[config.mk]
export PLATFORM = sky130hd
export DESIGN_NAME = conv_sequencer
export DESIGN_NICKNAME = d
export VERILOG_FILES = /design/src/rtl/conv_sequencer.sv
export SDC_FILE = /design/constraint.sdc
export NUM_CORES = 2
export LEC_CHECK = 0
export ABC_AREA = 1
export CORE_UTILIZATION = 50
export DETAILED_ROUTE_END_ITERATION = 16
export PLACE_DENSITY = 0.69
export SLEW_MARGIN = 20
export SYNTH_ARGS = -nofsm -noshare
export SYNTH_HDL_FRONTEND = slang
export SYNTH_SLANG_ARGS = --single-unit
[constraint.sdc]
create_clock -name clk -period 7.8 [get_ports clk]
set_clock_uncertainty 0.1 [all_clocks]
set_input_delay 1.56 -clock clk [delete_from_list [all_inputs] [get_ports clk]]
set_output_delay 1.56 -clock clk [all_outputs]
set_load 0.05 [all_outputs]
[src/rtl/conv_sequencer.sv]
// conv_sequencer: steps a 3x3 kernel over the stored matrix and writes one MAC per output.
// Optional CONV_SAT_EN: 68-bit accumulator with the result clamped to signed 32 bits.
module conv_sequencer #(
    parameter int MAX_DIM = 5,
    parameter int ADDR_W  = 5
) (
    input  logic                clk,
    input  logic                rst,
    input  logic                start_run,
    input  logic [2:0]          rows,
    input  logic [2:0]          cols,
    output logic [ADDR_W-1:0]   mem_addr,
    input  logic signed [31:0]  mem_rd_data,
    output logic [3:0]          kernel_rd_idx,
    input  logic signed [31:0]  kernel_rd_data,
    output logic                out_we,
    output logic [ADDR_W-1:0]   out_addr,
    output logic signed [31:0]  out_data,
    output logic                busy,
    output logic                bonus_done,
    output logic                err
);
`ifdef CONV_SAT_EN
    localparam int ACC_W = 68;
`else
    localparam int ACC_W = 32;
`endif

    typedef enum logic [2:0] {IDLE, ISSUE, DRAIN, WRITE, DONE} state_t;

    state_t                   state_q;
    logic [2:0]               rows_q, cols_q, orow_q, ocol_q;
    logic [3:0]               k_q;
    logic signed [31:0]       kern_q;
    logic signed [ACC_W-1:0]  acc_q;
    logic [ADDR_W-1:0]        mem_addr_q, out_addr_q;
    logic [3:0]               kidx_q;
    logic signed [31:0]       out_data_q;
    logic                     out_we_q, busy_q, done_q, err_q;

    logic signed [ACC_W-1:0]  prod_w, sum_d;
    logic signed [31:0]       res_d;
    logic                     dims_ok, last_pos;
    logic [2:0]               orow_d, ocol_d;

    function automatic logic [ADDR_W-1:0] tap_addr(
        input logic [2:0] r,
        input logic [2:0] c,
        input logic [3:0] k,
        input logic [2:0] nc
    );
        logic [ADDR_W-1:0] i, j;
        i = (k >= 4'd6) ? ADDR_W'(2) : (k >= 4'd3) ? ADDR_W'(1) : ADDR_W'(0);
        j = ADDR_W'(k) - ADDR_W'(3) * i;
        return (ADDR_W'(r) + i) * ADDR_W'(nc) + ADDR_W'(c) + j;
    endfunction

`ifdef CONV_SAT_EN
    localparam logic signed [ACC_W-1:0] SAT_MAX = ACC_W'(64'sh7FFF_FFFF);
    localparam logic signed [ACC_W-1:0] SAT_MIN = -ACC_W'(64'sh8000_0000);
    logic signed [63:0] prod_full;

    assign prod_full = 64'(mem_rd_data) * 64'(kern_q);
    assign prod_w    = ACC_W'(prod_full);

    always_comb begin
        res_d = sum_d[31:0];
        if (sum_d > SAT_MAX)
            res_d = 32'h7FFF_FFFF;
        else if (sum_d < SAT_MIN)
            res_d = 32'h8000_0000;
    end
`else
    assign prod_w = mem_rd_data * kern_q;
    assign res_d  = sum_d;
`endif

    // Tap 0's product lands while the FSM is issuing tap 1.
    assign sum_d = (state_q == ISSUE && k_q == 4'd1) ? prod_w : acc_q + prod_w;

    assign dims_ok = rows >= 3'd3 && 32'(rows) <= MAX_DIM &&
                     cols >= 3'd3 && 32'(cols) <= MAX_DIM;
    assign last_pos = orow_q == rows_q - 3'd3 && ocol_q == cols_q - 3'd3;

    always_comb begin
        orow_d = orow_q;
        ocol_d = ocol_q + 3'd1;
        if (ocol_q == cols_q - 3'd3) begin
            ocol_d = 3'd0;
            orow_d = orow_q + 3'd1;
        end
    end

    always_ff @(posedge clk or posedge rst) begin
        if (rst) begin
            state_q    <= IDLE;
            rows_q     <= '0;
            cols_q     <= '0;
            orow_q     <= '0;
            ocol_q     <= '0;
            k_q        <= '0;
            kern_q     <= '0;
            acc_q      <= '0;
            mem_addr_q <= '0;
            kidx_q     <= '0;
            out_we_q   <= 1'b0;
            out_addr_q <= '0;
            out_data_q <= '0;
            busy_q     <= 1'b0;
            done_q     <= 1'b0;
            err_q      <= 1'b0;
        end else begin
            case (state_q)
                IDLE: begin
                    if (start_run) begin
                        rows_q <= rows;
                        cols_q <= cols;
                        if (dims_ok) begin
                            orow_q     <= '0;
                            ocol_q     <= '0;
                            k_q        <= '0;
                            err_q      <= 1'b0;
                            busy_q     <= 1'b1;
                            mem_addr_q <= '0;
                            kidx_q     <= '0;
                            state_q    <= ISSUE;
                        end else begin
                            err_q   <= 1'b1;
                            done_q  <= 1'b1;
                            state_q <= DONE;
                        end
                    end
                end
                ISSUE: begin
                    kern_q <= kernel_rd_data;
                    if (k_q != 4'd0)
                        acc_q <= sum_d;
                    if (!start_run) begin
                        busy_q     <= 1'b0;
                        mem_addr_q <= '0;
                        kidx_q     <= '0;
                        state_q    <= IDLE;
                    end else if (k_q == 4'd8) begin
                        mem_addr_q <= '0;
                        kidx_q     <= '0;
                        state_q    <= DRAIN;
                    end else begin
                        k_q        <= k_q + 4'd1;
                        kidx_q     <= k_q + 4'd1;
                        mem_addr_q <= tap_addr(orow_q, ocol_q, k_q + 4'd1, cols_q);
                    end
                end
                DRAIN: begin
                    acc_q <= sum_d;
                    if (!start_run) begin
                        busy_q  <= 1'b0;
                        state_q <= IDLE;
                    end else begin
                        out_we_q   <= 1'b1;
                        out_addr_q <= ADDR_W'(orow_q) * ADDR_W'(cols_q - 3'd2)
                                      + ADDR_W'(ocol_q);
                        out_data_q <= res_d;
                        state_q    <= WRITE;
                    end
                end
                WRITE: begin
                    out_we_q <= 1'b0;
                    if (!start_run) begin
                        busy_q  <= 1'b0;
                        state_q <= IDLE;
                    end else if (last_pos) begin
                        busy_q  <= 1'b0;
                        done_q  <= 1'b1;
                        state_q <= DONE;
                    end else begin
                        orow_q     <= orow_d;
                        ocol_q     <= ocol_d;
                        k_q        <= '0;
                        kidx_q     <= '0;
                        mem_addr_q <= tap_addr(orow_d, ocol_d, 4'd0, cols_q);
                        state_q    <= ISSUE;
                    end
                end
                DONE: begin
                    if (!start_run) begin
                        done_q  <= 1'b0;
                        state_q <= IDLE;
                    end
                end
                default: state_q <= IDLE;
            endcase
        end
    end

    assign mem_addr      = mem_addr_q;
    assign kernel_rd_idx = kidx_q;
    assign out_we        = out_we_q;
    assign out_addr      = out_addr_q;
    assign out_data      = out_data_q;
    assign busy          = busy_q;
    assign bonus_done    = done_q;
    assign err           = err_q;
endmodule

Word level (Yosys, flattened, before mapping)
Index checks and enable logic that the tools add are counted.
- register bits: 133
- latch bits: 0
- RAM bits: 0
- memory bits (read-only): 0
- input port bits: 73
- memories kept: 0
- add/subtract/negate cells: 13
- multipliers: 5
- divide/modulo/power cells: 0
- magnitude comparators: 6
- eq/ne operators: 22
- shift-type cells: 0
- multiplexer cells: 55
- bitwise logic cells: 0
- reductions and logical operators: 24
- operator list (kind ; number):
    $mux 32 ; 2
    $pmux 32 s2 ; 1
    $mux 3 ; 15
    $add 32x32->32 ; 1
    $mul 32x32->32 ; 1
    $mux 4 ; 8
    $mux 5 ; 6
    $pmux 4 s3 ; 2
    $ne 2x2->1 const B ; 11
    $add 5x3->5 ; 3
    $pmux 3 s5 ; 1
    $pmux 5 s3 ; 1
    $reduce_and 5->1 ; 3
    $mux 1 ; 12
    $pmux 3 s2 ; 2
    $reduce_bool 3->1 ; 3
    $reduce_and 2->1 ; 4
    $reduce_and 7->1 ; 1
    $add 3x1->3 const B ; 2
    $eq 3x2->1 const B ; 2
    $eq 3x3->1 ; 2
    $ge 3x2->1 const B ; 2
    $le 3x3->1 const B ; 2
    $pmux 1 s3 ; 2
    28 further kinds ; 36

Longest topological paths before layout
- word-level depth: 11
- mapped depth: 45
- gate-level depth less buffers: 43

Least setup slack after synthesis
Ideal clock, no wire load.
- path kind: input-to-reg
- start: input port mem_rd_data[12]
- end: register acc_q[31]
- data arrival time: 8.979 ns
- data required time: 7.582 ns
- setup slack: -1.397 ns
- stages: 40
- path buffers: 2
- path through: clkbuf_1 > buf_1 > nand2_1 > inv_1 > fa_1 > fa_1 > fa_1 > inv_1 > fa_1 > inv_1 > fa_1 > inv_1 > fa_1 > inv_1 > fa_1 > fa_1 > ha_1 > nand2_1 > [4 not listed] > nand3_1 > inv_2 > o21ai_2 > nand2_1 > nand2_2 > xor2_2 > ha_1 > a21oi_1 > inv_1 > a21oi_1 > nor2_1 > nor4_1 > nand3_1 > nand2_1 > nor2_1 > nand3b_1 > nand3_1 > nand2_1
- longest elaborated chain between the ends: 5
- ends and longest elaborated chain (what ; line ; text):
    start, declared ; 13 ; input logic signed [31:0] mem_rd_data,
    $mul 32x32->32 * ; 74 ; assign prod_w = mem_rd_data * kern_q;
    $add 32x32->32 ; 79 ; assign sum_d = (state_q == ISSUE && k_q == 4'd1) ? prod_w : acc_q + prod_w;
    $mux 32 * ; 79 ;
    $mux 32 ; 136 ; if (k_q != 4'd0)
    $pmux 32 s2 * ; 113 ; case (state_q)
    end signal, assigned ; 137 ; acc_q <= sum_d;
    end signal, assigned ; 154 ; acc_q <= sum_d;
    end, declared ; 35 ; logic signed [ACC_W-1:0] acc_q;
Every way passes the cells marked *; elsewhere a longest branch is shown, timed or not. The select of a mux whose other input is x is not followed.
A chain may end at the register's enable or synchronous reset.

Worst setup path in the final report
- start: input port mem_rd_data[15]
- end: register acc_q[21]
The elaborated chain is that of the path after synthesis.

==> flow_metrics.tcl <==
set metrics [dict create \
    fin_cells 4688 \
    synth_area_um2 26100 \
    max_cap_violations 0 \
    cp.arrival_ns 9.42 \
    die_x_um 230 \
    fmax_ghz 0.110 \
    status "finished, violations left" \
    r2r-start "kern_q[7]" \
    cts_buffers 17 \
    final_util 0.674 \
    violations "setup timing" \
    drive_above_1_share 0.228 \
    slowest_stage "fa_1" \
    final_antenna_net_count 0 \
    worstSetupStartpointType "primary input" \
    synth.distinct_cells 55 \
    crit_start "mem_rd_data[15]" \
    hold_start "err" \
    final_area_um2 34600 \
    clock_latency_ns 0.50 \
    crit_type "primary input to flip-flop" \
    max_slew_margin 0.269 \
    fin_crit_sh 1.17 \
    drc 0 \
    die_area_um2 53100 \
    track_usage 0.321 \
    synth_nets 4221 \
    grt_pass1_wl_mm 131 \
    port-buffer-count 122 \
    totalWireLength_mm 82.6 \
    start_util 0.507 \
    ys.warnings.count 0 \
    place_inst 4532 \
    synthFlopType "dfrtp_1" \
    drt_iter0_drc 1700 \
    vias 24072 \
    wire_per_inst_um 17.6 \
    worstPathMaxFanout 4 \
    gr-total-overflow 0 \
    synthArstFlopShare 1.00 \
    cpPeakStageDelay_ns 0.56 \
    ctsHoldBuffers 0 \
    area_growth_pct 32.8 \
    place_area_um2 31100 \
    finalSetupViolCount 41 \
    hpwlAfterDp_mm 61.2 \
    grt_max_degree 69 \
    rsz0062_at_grt "true" \
    first_pass_iters 6 \
    nNetsFinal 4708 \
    setup_ws_ns -1.30 \
    synth_top_area_cell "fa_1" \
    grt_antenna_before_repair 7 \
    num_rows 83 \
    htree_levels 4 \
    cts_sinks 133 \
    viasPerCell 5.13 \
    synthCells 3503 \
    clkTransAtPathRegs_ns 0.07 \
    cts_root_buf "clkbuf_16" \
    synth-seq-area-share 0.128 \
    synth_area_leaders "fa_1, nand2_1, inv_1, dfrtp_1, ha_1" \
    fp.dieH_um 230 \
    yosys.area.top_type_share 0.328 \
    ys_ff_latch 133 \
    synth_edf_count 0 \
    place_congestion 0.954 \
    core_area_um2 51400 \
    place_ws_ns -2.01 \
    slew_violations 0 \
    tightest_slew_ns 1.09 \
    fin_crit_ns 9.10 \
    crit_required_ns 8.12 \
    crit_path_end_kind "flip-flop" \
    clk_path_buf_depth 2 \
    grt_pass1_vias 24904 \
    crit_top_cell "fa_1" \
    hold_viol 0 \
    boundaryPins 123 \
    synth.avg_cell_area_um2 7.44 \
    cts_tree "built" \
    hold_class "flip-flop to flip-flop" \
]
[cell type report]
| class | count | area (um2) |
|---|---|---|
| multi-input combinational | 2291 | 20500 |
| fill | 4004 | 16800 |
| timing repair buffer | 603 | 5740 |
| inverter | 944 | 3550 |
| sequential | 133 | 3330 |
| tap | 680 | 851 |
| clock buffer | 18 | 429 |
| clock inverter | 14 | 214 |
| antenna | 5 | 12.5 |
[cell usage after synthesis (10+ instances only)]
cell	number
a21o_1	10
a21oi_1	78
buf_2	25
nand4_1	11
nand3b_1	14
o21ai_0	82
dfrtp_1	133
fa_1	427
xnor2_1	25
xor2_1	38
nand2_1	1051
clkbuf_1	99
o21ai_1	22
or2_2	15
inv_1	936
nor3_1	14
nand3_1	121
ha_1	218
nor2_1	86
[cell usage in the layout, fill, tap and decap left out, types with 47 or more instances in the layout]
cell	count
dfrtp_1	133
clkdlybuf4s50_1	95
fa_1	400
inv_2	75
nand2_1	977
o21ai_0	57
buf_4	392
nand3_1	107
ha_4	47
nor2_1	71
inv_1	864
ha_1	169
[flip-flops by register name, summed over array words and instances, names as in the netlist]
signal / cells
acc_q: 32
kern_q: 32
out_data: 32
mem_addr: 5
out_addr: 5
k_q: 4
kernel_rd_idx: 4
cols_q: 3
ocol_q: 3
orow_q: 3
rows_q: 3
state_q: 3
bonus_done: 1
busy: 1
err: 1
out_we: 1
[final timing paths]
path,endpoint,slack (ns),depth (start not counted)
hold / removal,err,0.37,2
hold reg to reg,err,0.37,2
max in group asynchronous,out_data[21],4.77,3
setup reg to reg,acc_q[21],-0.71,40
min in group asynchronous,mem_addr[3],1.47,2
setup / recovery,acc_q[21],-1.30,41
[cells by family after synthesis]
| logic type | synth area share |
|---|---|
| AO/OA/AOI/OAI | 0.0540 |
| XOR/XNOR | 0.0218 |
| adder cells (fa/ha/maj) | 0.432 |
| buffers and inverters | 0.157 |
| flip-flops | 0.128 |
| multiplexers | 0.000816 |
| other | 0.000144 |
| AND/OR/NAND/NOR | 0.206 |
[routing by layer]
metal	global-route usage	part of all wire	wire length (um)
met3	0.0578	0.079	6560
met2	0.526	0.47	38600
met5	0	0.00042	35
met4	0.145	0.048	3990
met1	0.414	0.41	33500
[critical path, delay by kind of cell]
family / cells / cell delay, ns
and+or+nand+nor: 10 / 0.85
adders and majority gates: 10 / 4.68
xor gates and xnor gates: 1 / 0.23
AOI/OAI and AO/OA: 4 / 0.51
buffers and inverters: 16 / 1.57
[metrics by stage]
| step | hold WS, ns | TNS (ns) |
|---|---|---|
| detailed placement | 0.359 | -68.84 |
| finish | 0.369 | -32.68 |
| global placement | 0.357 | -65.30 |
| CTS | 0.374 | -22.56 |
| global route | 0.395 | -44.80 |
| floorplan | 0.346 | -15.66 |
[repair_timing]
item / in CTS / in global routing
pin swaps: 211 / 100
endpoints found under the setup margin: 44 / 44
endpoints found under the hold margin: 0 / 0
buffers inserted: 94 / 26
cloned: 11 / 0
gates resized for setup: 399 / 148
Power is left out: the tool's default activity adds up to more than one toggle a clock period on the data nets, which glitch-free logic cannot reach.
